--- src/rtl/operand_gen_pipe_pkg.sv ---
`default_nettype none
// ============================================================================
// Module      : operand_gen_pipe_pkg
// Description : Operand source encodings and link-address offset shared by
//               the operand generator and its forwarding muxes.
// Revision    : 1.0 - initial release
// ============================================================================
package operand_gen_pipe_pkg;

    typedef enum logic [1:0] {
        OPG_SRC1_ZERO = 2'd0,
        OPG_SRC1_REG  = 2'd1,
        OPG_SRC1_LINK = 2'd2,
        OPG_SRC1_CP0  = 2'd3
    } opg_src1_e;

    typedef enum logic [2:0] {
        OPG_SRC2_ZERO = 3'd0,
        OPG_SRC2_REG  = 3'd1,
        OPG_SRC2_SEXT = 3'd2,
        OPG_SRC2_ZEXT = 3'd3,
        OPG_SRC2_HI   = 3'd4
    } opg_src2_e;

    localparam int LINK_OFFSET = 8;

endpackage
`default_nettype wire

--- src/rtl/operand_gen_pipe_if.sv ---
`default_nettype none
// ============================================================================
// Module      : operand_gen_pipe_if
// Description : Decode-side inputs, forwarding channels and EX-side output
//               handshake of the operand generator.
// Revision    : 1.0 - initial release
// ============================================================================
interface operand_gen_pipe_if #(
    parameter int DATA_W  = 32,
    parameter int ADDR_W  = 32,
    parameter int RAW     = 5,
    parameter int NUM_FWD = 2
);
    logic                      in_valid;
    logic                      in_ready;
    logic                      flush;
    logic [ADDR_W-1:0]         pc;
    logic [15:0]               imm;
    logic [1:0]                sel1;
    logic [2:0]                sel2;
    logic [RAW-1:0]            rs_addr;
    logic [RAW-1:0]            rt_addr;
    logic [DATA_W-1:0]         rs_data;
    logic [DATA_W-1:0]         rt_data;
    logic [DATA_W-1:0]         cp_data;
    logic [NUM_FWD-1:0]        fwd_valid;
    logic [NUM_FWD-1:0]        fwd_ready;
    logic [NUM_FWD*RAW-1:0]    fwd_addr;
    logic [NUM_FWD*DATA_W-1:0] fwd_data;
    logic                      out_valid;
    logic                      out_ready;
    logic [DATA_W-1:0]         operand_1;
    logic [DATA_W-1:0]         operand_2;
    logic                      hazard;

    modport slave (
        input  in_valid, flush, pc, imm, sel1, sel2, rs_addr, rt_addr,
               rs_data, rt_data, cp_data, fwd_valid, fwd_ready, fwd_addr,
               fwd_data, out_ready,
        output in_ready, out_valid, operand_1, operand_2, hazard
    );

    modport master (
        output in_valid, flush, pc, imm, sel1, sel2, rs_addr, rt_addr,
               rs_data, rt_data, cp_data, fwd_valid, fwd_ready, fwd_addr,
               fwd_data, out_ready,
        input  in_ready, out_valid, operand_1, operand_2, hazard
    );
endinterface
`default_nettype wire

--- src/rtl/operand_gen_pipe_fwd_mux.sv ---
`default_nettype none
// ============================================================================
// Module      : operand_gen_pipe_fwd_mux
// Description : Per-source-register forwarding select; youngest matching
//               channel wins and reports whether its data is still pending.
// Revision    : 1.0 - initial release
// ============================================================================
module operand_gen_pipe_fwd_mux #(
    parameter int NUM_FWD = 2,
    parameter int RAW     = 5,
    parameter int DATA_W  = 32
) (
    input  wire logic                      en,
    input  wire logic [RAW-1:0]            addr,
    input  wire logic [DATA_W-1:0]         rf_data,
    input  wire logic [NUM_FWD-1:0]        fwd_valid,
    input  wire logic [NUM_FWD-1:0]        fwd_ready,
    input  wire logic [NUM_FWD*RAW-1:0]    fwd_addr,
    input  wire logic [NUM_FWD*DATA_W-1:0] fwd_data,
    output logic      [DATA_W-1:0]         sel_data,
    output logic                           not_ready
);
    logic w_hit;
    logic w_nr;

    always_comb begin
        w_hit    = 1'b0;
        w_nr     = 1'b0;
        sel_data = rf_data;
        for (int i = 0; i < NUM_FWD; i++) begin
            if (!w_hit && fwd_valid[i] && (fwd_addr[i*RAW +: RAW] == addr)) begin
                w_hit    = 1'b1;
                w_nr     = !fwd_ready[i];
                sel_data = fwd_data[i*DATA_W +: DATA_W];
            end
        end
        // r0 is hardwired: never forwarded, never stalls
        if (addr == '0) begin
            sel_data = '0;
            w_nr     = 1'b0;
        end
        not_ready = en && w_nr;
    end
endmodule
`default_nettype wire

--- src/rtl/operand_gen_pipe.sv ---
`default_nettype none
// ============================================================================
// Module      : operand_gen_pipe
// Description : Registered ID/EX operand generator with forwarding, load-use
//               stall and valid/ready output register.
//               Optional macro OPGEN_STALL_CNT_EN adds the stall_cycles port.
// Revision    : 1.0 - initial release
// ============================================================================
module operand_gen_pipe
    import operand_gen_pipe_pkg::*;
#(
    parameter int DATA_W  = 32,
    parameter int ADDR_W  = 32,
    parameter int RAW     = 5,
    parameter int NUM_FWD = 2
) (
    input  wire logic          clk,
    input  wire logic          rst_n,
    operand_gen_pipe_if.slave  bus
`ifdef OPGEN_STALL_CNT_EN
    ,
    output logic [31:0]        stall_cycles
`endif
);
    localparam int c_EXT_W = (DATA_W > ADDR_W) ? DATA_W : ADDR_W;
    localparam int c_HI_W  = (DATA_W > 32) ? DATA_W : 32;

    logic [DATA_W-1:0]  w_rs_val;
    logic [DATA_W-1:0]  w_rt_val;
    logic               w_rs_nr;
    logic               w_rt_nr;
    logic               w_hazard;
    logic               w_in_ready;
    logic               w_xfer_in;
    logic [ADDR_W-1:0]  w_link;
    logic [c_EXT_W-1:0] w_link_ext;
    logic [c_HI_W-1:0]  w_hi_ext;
    logic [DATA_W-1:0]  w_op1;
    logic [DATA_W-1:0]  w_op2;
    logic               r_valid;
    logic [DATA_W-1:0]  r_op1;
    logic [DATA_W-1:0]  r_op2;

    operand_gen_pipe_fwd_mux #(.NUM_FWD(NUM_FWD), .RAW(RAW), .DATA_W(DATA_W)) u_fwd_rs (
        .en        (bus.sel1 == OPG_SRC1_REG),
        .addr      (bus.rs_addr),
        .rf_data   (bus.rs_data),
        .fwd_valid (bus.fwd_valid),
        .fwd_ready (bus.fwd_ready),
        .fwd_addr  (bus.fwd_addr),
        .fwd_data  (bus.fwd_data),
        .sel_data  (w_rs_val),
        .not_ready (w_rs_nr)
    );

    operand_gen_pipe_fwd_mux #(.NUM_FWD(NUM_FWD), .RAW(RAW), .DATA_W(DATA_W)) u_fwd_rt (
        .en        (bus.sel2 == OPG_SRC2_REG),
        .addr      (bus.rt_addr),
        .rf_data   (bus.rt_data),
        .fwd_valid (bus.fwd_valid),
        .fwd_ready (bus.fwd_ready),
        .fwd_addr  (bus.fwd_addr),
        .fwd_data  (bus.fwd_data),
        .sel_data  (w_rt_val),
        .not_ready (w_rt_nr)
    );

    assign w_hazard   = w_rs_nr || w_rt_nr;
    assign w_in_ready = !w_hazard && (!r_valid || bus.out_ready);
    assign w_xfer_in  = bus.in_valid && w_in_ready;

    // Link address wraps at ADDR_W, then is resized to the datapath
    assign w_link     = bus.pc + ADDR_W'(LINK_OFFSET);
    assign w_link_ext = c_EXT_W'(w_link);
    assign w_hi_ext   = c_HI_W'({bus.imm, 16'h0000});

    always_comb begin
        w_op1 = '0;
        case (opg_src1_e'(bus.sel1))
            OPG_SRC1_REG:  w_op1 = w_rs_val;
            OPG_SRC1_LINK: w_op1 = w_link_ext[DATA_W-1:0];
            OPG_SRC1_CP0:  w_op1 = bus.cp_data;
            default:       w_op1 = '0;
        endcase
    end

    always_comb begin
        w_op2 = '0;
        case (opg_src2_e'(bus.sel2))
            OPG_SRC2_REG:  w_op2 = w_rt_val;
            OPG_SRC2_SEXT: w_op2 = {{(DATA_W-16){bus.imm[15]}}, bus.imm};
            OPG_SRC2_ZEXT: w_op2 = DATA_W'(bus.imm);
            OPG_SRC2_HI:   w_op2 = w_hi_ext[DATA_W-1:0];
            default:       w_op2 = '0;
        endcase
    end

    // Flush outranks both transfers; operands are left stale on flush
    always_ff @(posedge clk or negedge rst_n) begin
        if (!rst_n) begin
            r_valid <= 1'b0;
            r_op1   <= '0;
            r_op2   <= '0;
        end else if (bus.flush) begin
            r_valid <= 1'b0;
        end else if (w_xfer_in) begin
            r_valid <= 1'b1;
            r_op1   <= w_op1;
            r_op2   <= w_op2;
        end else if (r_valid && bus.out_ready) begin
            r_valid <= 1'b0;
        end
    end

    assign bus.in_ready  = w_in_ready;
    assign bus.hazard    = w_hazard;
    assign bus.out_valid = r_valid;
    assign bus.operand_1 = r_op1;
    assign bus.operand_2 = r_op2;

`ifdef OPGEN_STALL_CNT_EN
    logic [31:0] r_stall_cnt;

    always_ff @(posedge clk or negedge rst_n) begin
        if (!rst_n) begin
            r_stall_cnt <= '0;
        end else if (bus.in_valid && w_hazard && (r_stall_cnt != '1)) begin
            r_stall_cnt <= r_stall_cnt + 32'd1;
        end
    end

    assign stall_cycles = r_stall_cnt;
`endif

endmodule
`default_nettype wire
--- src/flat_wrapper.sv ---
// flat-port wrapper written by rule: the top's interface ports become plain ports
module operand_gen_pipe_flat import operand_gen_pipe_pkg::*;
#(
    parameter int DATA_W  = 32,
    parameter int ADDR_W  = 32,
    parameter int RAW     = 5,
    parameter int NUM_FWD = 2
)
  (clk, rst_n, bus_in_valid, bus_flush, bus_pc, bus_imm, bus_sel1, bus_sel2, bus_rs_addr, bus_rt_addr, bus_rs_data, bus_rt_data, bus_cp_data, bus_fwd_valid, bus_fwd_ready, bus_fwd_addr, bus_fwd_data, bus_out_ready, bus_in_ready, bus_out_valid, bus_operand_1, bus_operand_2, bus_hazard);
  operand_gen_pipe_if #(.DATA_W(DATA_W), .ADDR_W(ADDR_W), .RAW(RAW), .NUM_FWD(NUM_FWD)) bus_i ();
  input  wire logic clk;
  input  wire logic rst_n;
  input wire logic [$bits(bus_i.in_valid)-1:0] bus_in_valid;
  input wire logic [$bits(bus_i.flush)-1:0] bus_flush;
  input wire logic [$bits(bus_i.pc)-1:0] bus_pc;
  input wire logic [$bits(bus_i.imm)-1:0] bus_imm;
  input wire logic [$bits(bus_i.sel1)-1:0] bus_sel1;
  input wire logic [$bits(bus_i.sel2)-1:0] bus_sel2;
  input wire logic [$bits(bus_i.rs_addr)-1:0] bus_rs_addr;
  input wire logic [$bits(bus_i.rt_addr)-1:0] bus_rt_addr;
  input wire logic [$bits(bus_i.rs_data)-1:0] bus_rs_data;
  input wire logic [$bits(bus_i.rt_data)-1:0] bus_rt_data;
  input wire logic [$bits(bus_i.cp_data)-1:0] bus_cp_data;
  input wire logic [$bits(bus_i.fwd_valid)-1:0] bus_fwd_valid;
  input wire logic [$bits(bus_i.fwd_ready)-1:0] bus_fwd_ready;
  input wire logic [$bits(bus_i.fwd_addr)-1:0] bus_fwd_addr;
  input wire logic [$bits(bus_i.fwd_data)-1:0] bus_fwd_data;
  input wire logic [$bits(bus_i.out_ready)-1:0] bus_out_ready;
  output wire logic [$bits(bus_i.in_ready)-1:0] bus_in_ready;
  output wire logic [$bits(bus_i.out_valid)-1:0] bus_out_valid;
  output wire logic [$bits(bus_i.operand_1)-1:0] bus_operand_1;
  output wire logic [$bits(bus_i.operand_2)-1:0] bus_operand_2;
  output wire logic [$bits(bus_i.hazard)-1:0] bus_hazard;
  assign bus_i.in_valid = bus_in_valid;
  assign bus_i.flush = bus_flush;
  assign bus_i.pc = bus_pc;
  assign bus_i.imm = bus_imm;
  assign bus_i.sel1 = bus_sel1;
  assign bus_i.sel2 = bus_sel2;
  assign bus_i.rs_addr = bus_rs_addr;
  assign bus_i.rt_addr = bus_rt_addr;
  assign bus_i.rs_data = bus_rs_data;
  assign bus_i.rt_data = bus_rt_data;
  assign bus_i.cp_data = bus_cp_data;
  assign bus_i.fwd_valid = bus_fwd_valid;
  assign bus_i.fwd_ready = bus_fwd_ready;
  assign bus_i.fwd_addr = bus_fwd_addr;
  assign bus_i.fwd_data = bus_fwd_data;
  assign bus_i.out_ready = bus_out_ready;
  assign bus_in_ready = bus_i.in_ready;
  assign bus_out_valid = bus_i.out_valid;
  assign bus_operand_1 = bus_i.operand_1;
  assign bus_operand_2 = bus_i.operand_2;
  assign bus_hazard = bus_i.hazard;
  operand_gen_pipe #(.DATA_W(DATA_W), .ADDR_W(ADDR_W), .RAW(RAW), .NUM_FWD(NUM_FWD)) u_core (.clk(clk), .rst_n(rst_n), .bus(bus_i));
endmodule
--- config.mk ---
export PLATFORM = sky130hd
export DESIGN_NAME = operand_gen_pipe_flat
export DESIGN_NICKNAME = d
export VERILOG_FILES = /design/src/rtl/operand_gen_pipe_pkg.sv /design/src/rtl/operand_gen_pipe_if.sv /design/src/rtl/operand_gen_pipe_fwd_mux.sv /design/src/rtl/operand_gen_pipe.sv /design/src/flat_wrapper.sv
export SDC_FILE = /design/constraint.sdc
export NUM_CORES = 1
export LEC_CHECK = 0
export CAP_MARGIN = 30
export CELL_PAD_IN_SITES_DETAIL_PLACEMENT = 0
export CELL_PAD_IN_SITES_GLOBAL_PLACEMENT = 2
export CORE_ASPECT_RATIO = 1.4
export CORE_MARGIN = 3
export CORE_UTILIZATION = 22
export DETAILED_ROUTE_END_ITERATION = 8
export PLACE_DENSITY_LB_ADDON = 0.1
export SETUP_SLACK_MARGIN = 0.15
export SLEW_MARGIN = 40
export SYNTH_ARGS = -nofsm -noshare
export SYNTH_HDL_FRONTEND = slang
export SYNTH_HIERARCHICAL = 1
export SYNTH_SLANG_ARGS = --single-unit
--- constraint.sdc ---
create_clock -name clk -period 5.1 [get_ports clk]
set_input_delay 1.53 -clock clk [delete_from_list [all_inputs] [get_ports clk]]
set_output_delay 1.53 -clock clk [all_outputs]
set_load 0.005 [all_outputs]
==> qor.yml, run 1 <==
grt:
  grt_max_degree: 67
  antenna_found_initial: 7
  grt_pass1_wl_mm: 49.5
  grt_pass1_vias: 7812
  gr-usage-all-layers: 0.214
  grt_overflow: 0
layout:
  fill_cells: 3009
  layout.cells.most_common: "clkdlybuf4s50_1"
  layout_common_cells: "clkdlybuf4s50_1, o21ai_0, nand4_1"
  drive_gt1_frac: 0.129
  final_cell_count_no_fill: 1495
  final_util: 0.373
  final_net_count: 1359
  area_growth_pct: 66.6
floorplan:
  rows: 72
  core_um2: 27700
  die_y_um: 205
  dieArea_um2: 30300
  io_pins: 309
  die_x_um: 148
  start_util: 0.224
logic_synthesis:
  ys_types: 46
  synthAdderAreaFrac: 0.00201
  synth_seq_area_share: 0.262
  synth-compound-area-share: 0.276
  synth-simple-area-share: 0.274
  syn-num-nets: 1070
  synth-main-ff-cell: "dfrtp_1"
  syn_area_per_cell_um2: 7.52
  synth_top_family_by_area: "compound AO/OA/AOI/OAI gates"
  ys_ff_latch: 65
  synthMuxAreaShare: 0.0471
  netlist_area_um2: 6220
  syn_inst: 827
  synth_edf_count: 0
  ys_warn_count: 6
  synth-async-reset-ratio: 1.00
  synth_xor_area_frac: 0.0672
place:
  gp_congestion: 0.847
  hpwl_mm: 27.1
  placed_cells: 1470
  preCtsSetupSlack_ns: -0.307
  io_buffers: 308
clocking:
  hold_buffers: 0
  cts_root_buf: "clkbuf_16"
  insertion_delay_ns: 0.35
  cts-htree-levels: 3
  clk_pin_slew_ns: 0.06
  clock-sinks: 65
  cts_tree: "yes"
  cts_made_buffers: 9
  cts_max_path_buffers: 2
route:
  drtIter0Drc: 431
  drc: 0
  postRouteAntennaNets: 0
  wl_met2_mm: 17.2
  dr_wl_met3_mm: 2.20
  viasPerCell: 5.12
  detail_route.wl_per_cell_um: 22.6
  wl_met1_mm: 13.7
  drt_wl_total_mm: 33.8
  dr.max_layer_used: "met5"
  firstDrtPassIters: 4
  vias: 7654
worst_hold_path:
  hold_path_class: "reg2reg"
pwr:
  cellPowerDensity_nw_per_um2: 209
  max-vdd-ir-drop_mv: 0.167
  cellLeakagePower_nw: 3.81
  totalPowerFinal_mw: 2.17
setup_path:
  worstSetupStartpointType: "input pin"
  cp_data_required_time_ns: 3.57
  critPathArrivalTime_ns: 3.32
  crit_chain: "clkdlybuf4s50_1 -> or4_4 -> o21ai_4 -> or4_4 -> o41ai_4 -> nor2_2 -> inv_1 -> clkdlybuf4s15_1"
  cp_top_family: "simple AND/OR/NAND/NOR gates"
  slowest_delay_ns: 0.56
  cpMaxStageDelayCell: "or4_4"
  path_class: "in2out"
  path_buf_inv: 3
  path_common_cell: "or4_4"
  crit_path_end_kind: "output pin"
  critPathMaxFanout: 3
timing:
  worstMarginPinSlew_ns: 0.688
  hold_viol: 0
  finalCritPeriodShare: 0.951
  slew_headroom: 0.539
  holdWs_ns: 0.479
  finClkSkew_ns: 0.00639
  slew_viol_final: 0
  fmaxAchievable_mhz: 206
  period_needed_ns: 4.85
  setup_violations: 0
  postLayoutSetupSlackWorst_ns: 0.250
  rsz0062_at_grt: "no"
run:
  max_cap_violations: 0
run_status:
  run_status: "finished, final reports clean"
-- power by group --
group / switching [mW] / internal (mW) / leakage [nW] / total (mW)
clock network: 0.250 / 0.455 / 0.155 / 0.704
logic: 0.369 / 0.453 / 2.85 / 0.822
registers: 0.0484 / 0.593 / 0.812 / 0.641
-- cell type report --
class	instances	area (um2)	area share
multi-input cells	662	4290	0.414
repair buffers	374	3620	0.350
flip-flops and latches	65	1630	0.157
well taps	370	463	0.0447
clock buffers	12	256	0.0248
clock inverters	4	75.1	0.00725
inverters	4	15.0	0.00145
diodes	4	10.0	0.000967
-- sequential cells by signal (all words and copies together) (netlist names) --
signal and cells:
u_core/bus.operand_1 32, u_core/bus.operand_2 32, u_core/bus.out_valid 1
-- logic make-up after synthesis --
group	count (synthesis)
AO/OA/AOI/OAI	267
XOR/XNOR	46
adder cells (fa/ha/maj)	1
buffers and inverters	100
flip-flops	65
multiplexers	26
AND/OR/NAND/NOR	322
-- what timing repair did --
action / 4_1_cts / 5_1_grt
setup buffers: 2 / 3
resized for setup: 18 / 37
gates cloned: 0 / 0
setup endpoints to repair: 2 / 2
pin swaps: 10 / 12
-- cell usage after synthesis (2+ instances only) --
cell type	instances	area, um2
a211oi_1	8	60.1
a21oi_1	53	265
a221oi_1	25	219
a311oi_1	56	490
and2_1	2	12.5
and3_1	20	125
and4_1	5	43.8
buf_1	6	22.5
buf_2	40	200
buf_4	2	15.0
buf_6	2	22.5
clkbuf_1	46	173
dfrtp_1	65	1630
inv_1	4	15.0
mux2_2	26	293
nand2_1	51	191
nand3_1	25	125
nand3_2	2	20.0
nand4_1	66	413
nand4_2	2	25.0
nor2_1	63	236
nor2b_1	5	31.3
nor3_1	64	320
nor3_4	2	32.5
o211ai_1	3	22.5
o21ai_0	80	400
o21ai_1	29	145
o22a_1	8	70.1
o41ai_1	2	17.5
or2_1	2	12.5
or4_1	5	37.5
xnor2_1	24	210
xnor2_2	2	32.5
xor2_1	20	175
-- worst paths after layout --
kind | slack [ns] | depth (start not counted) | end | from
min in group asynchronous | 1.12 | 1 | u_core/bus.operand_2[29] | rst_n
min | 0.48 | 2 | u_core/bus.operand_2[30] | u_core/bus.operand_2[30]
max in group asynchronous | 3.09 | 2 | u_core/bus.operand_1[1] | rst_n
max reg2reg | 3.36 | 5 | u_core/bus.operand_1[14] | u_core/bus.out_valid
min reg2reg | 0.48 | 2 | u_core/bus.operand_2[30] | u_core/bus.operand_2[30]
max | 0.25 | 8 | bus_hazard | bus_rt_addr[2]
-- metrics by stage --
stage                     TNS, ns  cell area, um2
final                           0           10400
after global routing            0           10400
after CTS                       0           10200
after detailed placement   -0.550            9790
after global placement     -0.573            9780
after floorplan                 0            6220
-- routing by layer --
layer  vias up  track usage
met1      3607        0.268
li1       3748            -
met5         -            0
met3        32       0.0489
met4         4       0.0644
met2       263        0.366
-- worst min-delay path: stages (launching register included) --
cell and delay (ns):
dfrtp_1 0.34, nand2_1 0.04, o21ai_0 0.06
Note: power is estimated with default switching activity, not from simulation.
==> inputs of run 2 (changes only) <==
Settings changed: REMOVE_ABC_BUFFERS from default to 1.
==> qor.yml, run 2 (synthesized netlist as in run 1, its figures left out) <==
setup_path:
  worstSetupStartpointType: "input pin"
  cpMaxStageDelayCell: "or4_4"
  crit_chain: "dlygate4sd2_1 -> buf_6 -> xnor2_1 -> nand4_1 -> or4_4 -> o41ai_2 -> nor2_2 -> buf_4 -> and2_1 -> clkdlybuf4s15_1"
  slowest_delay_ns: 0.52
  rrSetupSlack_ns: 3.18
  path_class: "in2out"
  reg2reg_from: "u_core/bus.out_valid"
  crit_path_end_kind: "output pin"
  critPathMaxFanout: 2
  reg2reg_depth: 5
  cp_data_required_time_ns: 3.57
  critPathArrivalTime_ns: 3.36
  timing.rr.end: "u_core/bus.operand_2[21]"
floorplan:
  start_util: 0.224
  dieArea_um2: 30300
  die_x_um: 148
  io_pins: 309
  rows: 72
  die_y_um: 205
  core_um2: 27700
route:
  postRouteAntennaNets: 0
  detail_route.wl_per_cell_um: 22.5
  firstDrtPassIters: 5
  viasPerCell: 5.12
  drc: 0
  vias: 7717
  drt_wl_total_mm: 34.0
  drtIter0Drc: 326
timing:
  tns_ns: 0
  finalCritPeriodShare: 0.958
  rsz0062_at_grt: "yes"
  slew_headroom: 0.509
  fmaxAchievable_mhz: 205
  postLayoutSetupSlackWorst_ns: 0.213
  slew_viol_final: 0
  setup_violations: 0
  period_needed_ns: 4.89
  holdWs_ns: 0.474
  hold_viol: 0
  finClkSkew_ns: 0.00732
  worstMarginPinSlew_ns: 0.737
layout:
  area_growth_pct: 66.0
  final_util: 0.372
  layout.cells.most_common: "clkdlybuf4s50_1"
  final_cell_count_no_fill: 1508
  final_net_count: 1366
  layout_common_cells: "clkdlybuf4s50_1, o21ai_0, buf_4"
  final_area_um2: 10300
  drive_gt1_frac: 0.130
grt:
  grt_max_degree: 67
  grt_pass1_vias: 8108
  antenna_found_initial: 10
  gr-usage-all-layers: 0.218
  grt_pass1_wl_mm: 50.2
  grt_overflow: 0
clocking:
  cts-htree-levels: 3
  cts_made_buffers: 9
  cts_max_path_buffers: 2
  clock-sinks: 65
  cts_tree: "yes"
  insertion_delay_ns: 0.35
  cts_root_buf: "clkbuf_16"
  clk_pin_slew_ns: 0.05
pwr:
  totalPowerFinal_mw: 2.10
  cellLeakagePower_nw: 3.68
  cellPowerDensity_nw_per_um2: 203
  max-vdd-ir-drop_mv: 0.129
run_status:
  run_status: "finished, final reports clean"
worst_hold_path:
  hold_path_class: "reg2reg"
  hold_depth: 2
  worst_hold_path.endpoint: "u_core/bus.operand_2[17]"
  hold_start: "u_core/bus.operand_2[17]"
place:
  preCtsSetupSlack_ns: -0.364
  gp_congestion: 0.862
  postPlaceCellArea_um2: 9850
  io_buffers: 308
  placed_cells: 1473
  hpwl_mm: 26.7
run:
  max_cap_violations: 0
## run 2: worst max path at each step
stage / from / to / slack, ns / depth (start not counted)
2_1_floorplan: bus_sel2[0] / u_core/bus.out_valid / -0.21 / 8
3_3_place_gp: bus_rs_addr[2] / bus_in_ready / -0.34 / 8
3_5_place_dp: bus_rs_addr[2] / bus_in_ready / -0.36 / 8
4_1_cts: bus_rs_addr[3] / bus_in_ready / 0.19 / 10
5_1_grt: bus_rt_addr[4] / bus_in_ready / 0.13 / 10
6_report: bus_rt_addr[4] / bus_in_ready / 0.21 / 10
## run 2: area by class of cell
| cell class | count | area (um2) |
|---|---|---|
| sequential | 65 | 1630 |
| clock buffer | 10 | 239 |
| clock inverter | 5 | 56.3 |
| fill | 3040 | 17400 |
| antenna | 11 | 27.5 |
| multi-input combinational | 662 | 4260 |
| tap | 370 | 463 |
| timing repair buffer | 381 | 3630 |
| inverter | 4 | 15.0 |
## run 2: power breakdown
group | leakage [nW] | internal (mW) | switching (mW) | total (mW)
clock network | 0.144 | 0.388 | 0.244 | 0.632
registers | 0.812 | 0.593 | 0.0451 | 0.638
logic | 2.73 | 0.456 | 0.373 | 0.829
## run 2: repair_timing
| item | 4_1_cts | 5_1_grt |
|---|---|---|
| cloned | 0 | 0 |
| hold endpoints to repair | 0 | 0 |
| setup buffers | 9 | 0 |
| gates resized for setup | 50 | 2 |
| pin swaps | 12 | 2 |
| endpoints found under the setup margin | 2 | 1 |
| hold buffers | 0 | 0 |
## run 2: routing by layer
metal | GRT usage | up-vias | share of wire
met5 | 0 | - | 0
met1 | 0.255 | 3676 | 0.40
met4 | 0.0825 | 0 | 0.024
li1 | - | 3768 | -
met2 | 0.389 | 243 | 0.52
met3 | 0.0467 | 30 | 0.056
## run 2: critical path: cells and delay by family
family,cells,cell delay [ns]
simple gates,4,0.90
compound gates,1,0.07
xor+xnor,1,0.12
buf+inv,4,0.72
==> inputs of run 3 (changes only) <==
Settings changed: CORE_UTILIZATION 22 to 34, DONT_BUFFER_PORTS from default to 1.
==> qor.yml, run 3 (synthesized netlist as in run 1, its figures left out) <==
route:
  postRouteAntennaNets: 0
  firstDrtPassIters: 5
  viasPerCell: 6.53
  vias: 6605
  detail_route.wl_per_cell_um: 28.0
  drt_wl_total_mm: 28.3
  drtIter0Drc: 446
  drc: 0
place:
  gp_congestion: 0.916
  placed_cells: 987
  io_buffers: 0
  hpwl_mm: 21.5
clocking:
  cts_resized: 0
  insertion_delay_ns: 0.34
  clock-sinks: 65
  cts_max_path_buffers: 2
  cts_root_buf: "clkbuf_16"
  postCtsSetupRepairBufs: 0
  cts_made_buffers: 9
  hold_buffers: 0
  clk_pin_slew_ns: 0.05
  cts-htree-levels: 3
  cts_tree: "yes"
pwr:
  max-vdd-ir-drop_mv: 0.156
  cellPowerDensity_nw_per_um2: 265
  cellLeakagePower_nw: 2.16
layout:
  seq_area_um2: 1630
  fill_cells: 1960
  final_net_count: 1005
  layout_common_cells: "o21ai_0, nand4_1, dfrtp_1"
  final_cell_count_no_fill: 1012
  layout.cells.most_common: "o21ai_0"
  multi_input_area_um2: 4190
  area_growth_pct: 6.98
  drive_gt1_frac: 0.104
timing:
  slew_headroom: 0.496
  tns_ns: 0
  hold_viol: 0
  setup_violations: 0
  slew_viol_final: 0
  worstMarginPinSlew_ns: 0.756
  finClkSkew_ns: 0.00488
  finalCritPeriodShare: 0.896
  period_needed_ns: 4.57
  fmaxAchievable_mhz: 219
  rsz0062_at_grt: "no"
setup_path:
  critPathMaxFanout: 4
  worstSetupStartpointType: "input pin"
  cp_top_family: "simple AND/OR/NAND/NOR gates"
  crit_chain: "or4_1 -> o21ai_0 -> or4_1 -> o41ai_1 -> nor2_1 -> and2_1"
  crit_path_end_kind: "output pin"
  path_common_cell: "or4_1"
  path_buf_inv: 0
  cpMaxStageDelayCell: "or4_1"
  path_class: "in2out"
  critPathArrivalTime_ns: 3.04
  slowest_delay_ns: 0.56
  cp_data_required_time_ns: 3.57
floorplan:
  core_um2: 17600
  die_y_um: 166
  die_x_um: 120
  rows: 57
  start_util: 0.353
  io_pins: 309
  dieArea_um2: 20000
grt:
  grt_pass1_wl_mm: 42.2
  gr-usage-all-layers: 0.272
  grt_max_degree: 69
  grt_pass1_vias: 6775
  grt_overflow: 0
  antenna_found_initial: 12
run:
  max_cap_violations: 0
run_status:
  run_status: "finished, final reports clean"
worst_hold_path:
  hold_path_class: "reg2reg"
## run 3: final timing paths
kind / from / cells past startpoint / endpoint / slack, ns
max: bus_rs_addr[2] / 6 / bus_in_ready / 0.53
min: u_core/bus.operand_2[19] / 2 / u_core/bus.operand_2[19] / 0.51
max reg2reg: u_core/bus.out_valid / 4 / u_core/bus.operand_1[11] / 3.19
min reg2reg: u_core/bus.operand_2[19] / 2 / u_core/bus.operand_2[19] / 0.51
max in group asynchronous: rst_n / 0 / u_core/bus.operand_1[21] / 4.11
min in group asynchronous: rst_n / 0 / u_core/bus.operand_2[15] / 0.88
## run 3: final cells by class
cell class,count,share of cell area
Timing Repair Buffer,20,0.0226
Clock inverter,6,0.0171
Sequential cell,65,0.245
Clock buffer,10,0.0359
Tap cell,236,0.0444
Multi-Input combinational cell,662,0.630
Antenna cell,9,0.00339
Inverter,4,0.00226
## run 3: power breakdown
group | switching (mW) | internal [mW] | total (mW)
clock | 0.243 | 0.492 | 0.735
sequential | 0.0686 | 0.593 | 0.662
combinational | 0.222 | 0.143 | 0.365
## run 3: worst reg2reg max path: cells and delay by family, from the launching register on
family | cells | cell delay, ns
compound gates | 1 | 0.33
flops | 1 | 0.40
simple gates | 3 | 1.09
## run 3: metal layers
layer	GRT usage	part of all wire	vias up	wire, um
met4	0.0942	0.025	6	711
met1	0.317	0.37	3196	10600
met2	0.464	0.50	314	14100
met3	0.0944	0.10	46	2890
li1	-	-	3043	-
met5	0	0.0013	-	36
## run 3: metrics by stage
stage	hold WS [ns]	setup slack [ns]	utilization	cell area, um2	total power, mW
after detailed placement	0.500	0.556	0.356	6270	1.04
after CTS	0.512	0.558	0.376	6620	1.78
after global routing	0.528	0.386	0.378	6650	1.84
after floorplan	0.473	-0.213	-	5780	0.903
after global placement	0.494	0.618	0.355	6260	1.03
final	0.506	0.528	0.378	6650	1.76
==> patch (flow settings as in run 2) <==
`NUM_FWD` is set to 2 in 4 places; all go to 4.
--- a/src/rtl/operand_gen_pipe_if.sv
+++ b/src/rtl/operand_gen_pipe_if.sv
@@ -9,7 +9,7 @@
     parameter int DATA_W  = 32,
     parameter int ADDR_W  = 32,
     parameter int RAW     = 5,
-    parameter int NUM_FWD = 2
+    parameter int NUM_FWD = 4
 );
     logic                      in_valid;
     logic                      in_ready;
--- a/src/rtl/operand_gen_pipe_fwd_mux.sv
+++ b/src/rtl/operand_gen_pipe_fwd_mux.sv
@@ -6,7 +6,7 @@
 // Revision    : 1.0 - initial release
 // ============================================================================
 module operand_gen_pipe_fwd_mux #(
-    parameter int NUM_FWD = 2,
+    parameter int NUM_FWD = 4,
     parameter int RAW     = 5,
     parameter int DATA_W  = 32
 ) (
--- a/src/rtl/operand_gen_pipe.sv
+++ b/src/rtl/operand_gen_pipe.sv
@@ -12,7 +12,7 @@
     parameter int DATA_W  = 32,
     parameter int ADDR_W  = 32,
     parameter int RAW     = 5,
-    parameter int NUM_FWD = 2
+    parameter int NUM_FWD = 4
 ) (
     input  wire logic          clk,
     input  wire logic          rst_n,
--- a/src/flat_wrapper.sv
+++ b/src/flat_wrapper.sv
@@ -4,7 +4,7 @@
     parameter int DATA_W  = 32,
     parameter int ADDR_W  = 32,
     parameter int RAW     = 5,
-    parameter int NUM_FWD = 2
+    parameter int NUM_FWD = 4
 )
   (clk, rst_n, bus_in_valid, bus_flush, bus_pc, bus_imm, bus_sel1, bus_sel2, bus_rs_addr, bus_rt_addr, bus_rs_data, bus_rt_data, bus_cp_data, bus_fwd_valid, bus_fwd_ready, bus_fwd_addr, bus_fwd_data, bus_out_ready, bus_in_ready, bus_out_valid, bus_operand_1, bus_operand_2, bus_hazard);
   operand_gen_pipe_if #(.DATA_W(DATA_W), .ADDR_W(ADDR_W), .RAW(RAW), .NUM_FWD(NUM_FWD)) bus_i ();
Ports: changed (resized bus_fwd_addr, bus_fwd_data, bus_fwd_ready and bus_fwd_valid); port bits go from 309 to 387. No check against the original RTL was run, so the function may have changed too.
==> patch against run 2 <==
  * Critical path depth shrank 1
  * Final area grew 17%
  * Register-to-register slack lost 30 ps
  * Routed wire length grew 19%
  * Worst setup slack lost 22 ps
  * Largest power group unchanged
  * Non-clock buffer count grew 62
  * Global-route usage is essentially flat
  * Area after synthesis grew 19%
  * Sequential cell count is the same
  * Power grew 8.8%
  * Combinational power grew 15%
  * Count of clock-buffer cells in the layout grew 2
  * Clock skew shrank 1.1 ps
==> patch: results (changes against run 2) <==
status:
  outcome: "finished clean"
grt:
  grtUsageMet3_pct: 5.07  # +0.40 points
  grt_pass1_vias: 8664  # +6.9%
  grtUsageTotal_pct: 21.8  # +0.029 points
detailed_routing:
  drt_iter0_drc: 321  # -1.5%
  wl_um: 40500  # +19%
  routed-via-count: 8212  # +6.4%
place:
  hpwl_um: 31400  # +18%
  dpl.cell_count: 1643  # +12%
  portBuffers: 386  # +25%
  gp_congestion: 0.796  # -7.6%
  place_area_um2: 11700  # +19%
  dp_slack_ps: -611  # -246 ps
layout:
  drive_gt1_share_pct: 17.4  # +4.4 points
  fillers: 3492  # +15%
  buf_share_pct: 35.4  # +0.20 points
  sh_seq_area_pct: 13.4  # -2.3 points
  layoutNonFillerInstCount: 1673  # +11%
  clk_share_pct: 2.61  # -0.25 points
  antenna_cells: 9  # -2
  inverters: 68  # +64
  n_all_buffers: 443  # +16%
  utilization_pct: 36.9  # -0.24 points
synth:
  yosysSeqAreaShare_pct: 22.0  # -4.2 points
  ys_top_cells_by_area: "dfrtp_1 (22%), a221oi_2 (12%), mux2i_1 (8.6%)"
  synth.distinct_cells: 53  # +15%
  synth_commonest_cells: "inv_1 (68), dfrtp_1 (65), mux2i_1 (64), o221ai_1 (64), nor2_1 (63)"
pwr:
  netSwitchingFraction_pct: 31.7  # +0.12 points
  p_comb_share_pct: 41.9  # +2.4 points
  pwr-share-clk_pct: 30.0  # about the same
critical_path:
  regToRegSetupSlack_ps: 3150  # -30 ps
  rr_endpoint: "u_core/bus.operand_2[23]"
  arrival_ps: 3380  # +20 ps
  cp_top_family: "compound AO/OA/AOI/OAI gates"
  critPathMaxStageDelay_ps: 380  # -140 ps
  r2r_cells: 6  # +1
hold_path:
  hp-start: "u_core/bus.operand_2[24]"
-- patch: cell count changes in the layout (fill, tap and decap cells not counted), moves of 11 or more --
cell             delta
mux2i_1            +64
nand4_1            -54
buf_2              +11
clkdlybuf4s50_1    +72
a221oi_2           +62
o21ai_0            -54
dlygate4sd2_1      -19
a311oi_1           -56
nor3_1             -62
o21ai_1            -11
xor2_1             +15
buf_4              -15
inv_1              +64
o221ai_1           +64
-- patch: cells by family after synthesis --
family                     Yosys count  synth area share [%]
AOI/OAI and AO/OA                  263                  31.4
and+or+nand+nor                    212                  15.2
buffers and inverters              154                  10.9
muxes                               90                  12.6
xor gates and xnor gates            66                  7.80
DFF                                 65                  22.0
adders and majority gates            1                 0.169
-- patch: layer usage --
layer | share of wire [%] | wire length [µm]
met2 | 53 | 21300
met3 | 5.7 | 2320
met5 | 0.022 | 9
met4 | 2.3 | 922
met1 | 39 | 15900
-- patch: timing repair --
item	in CTS	in global routing
resized for setup	65	21
buffers inserted	3	2
pin swaps	21	22
endpoints found under the setup margin	2	2
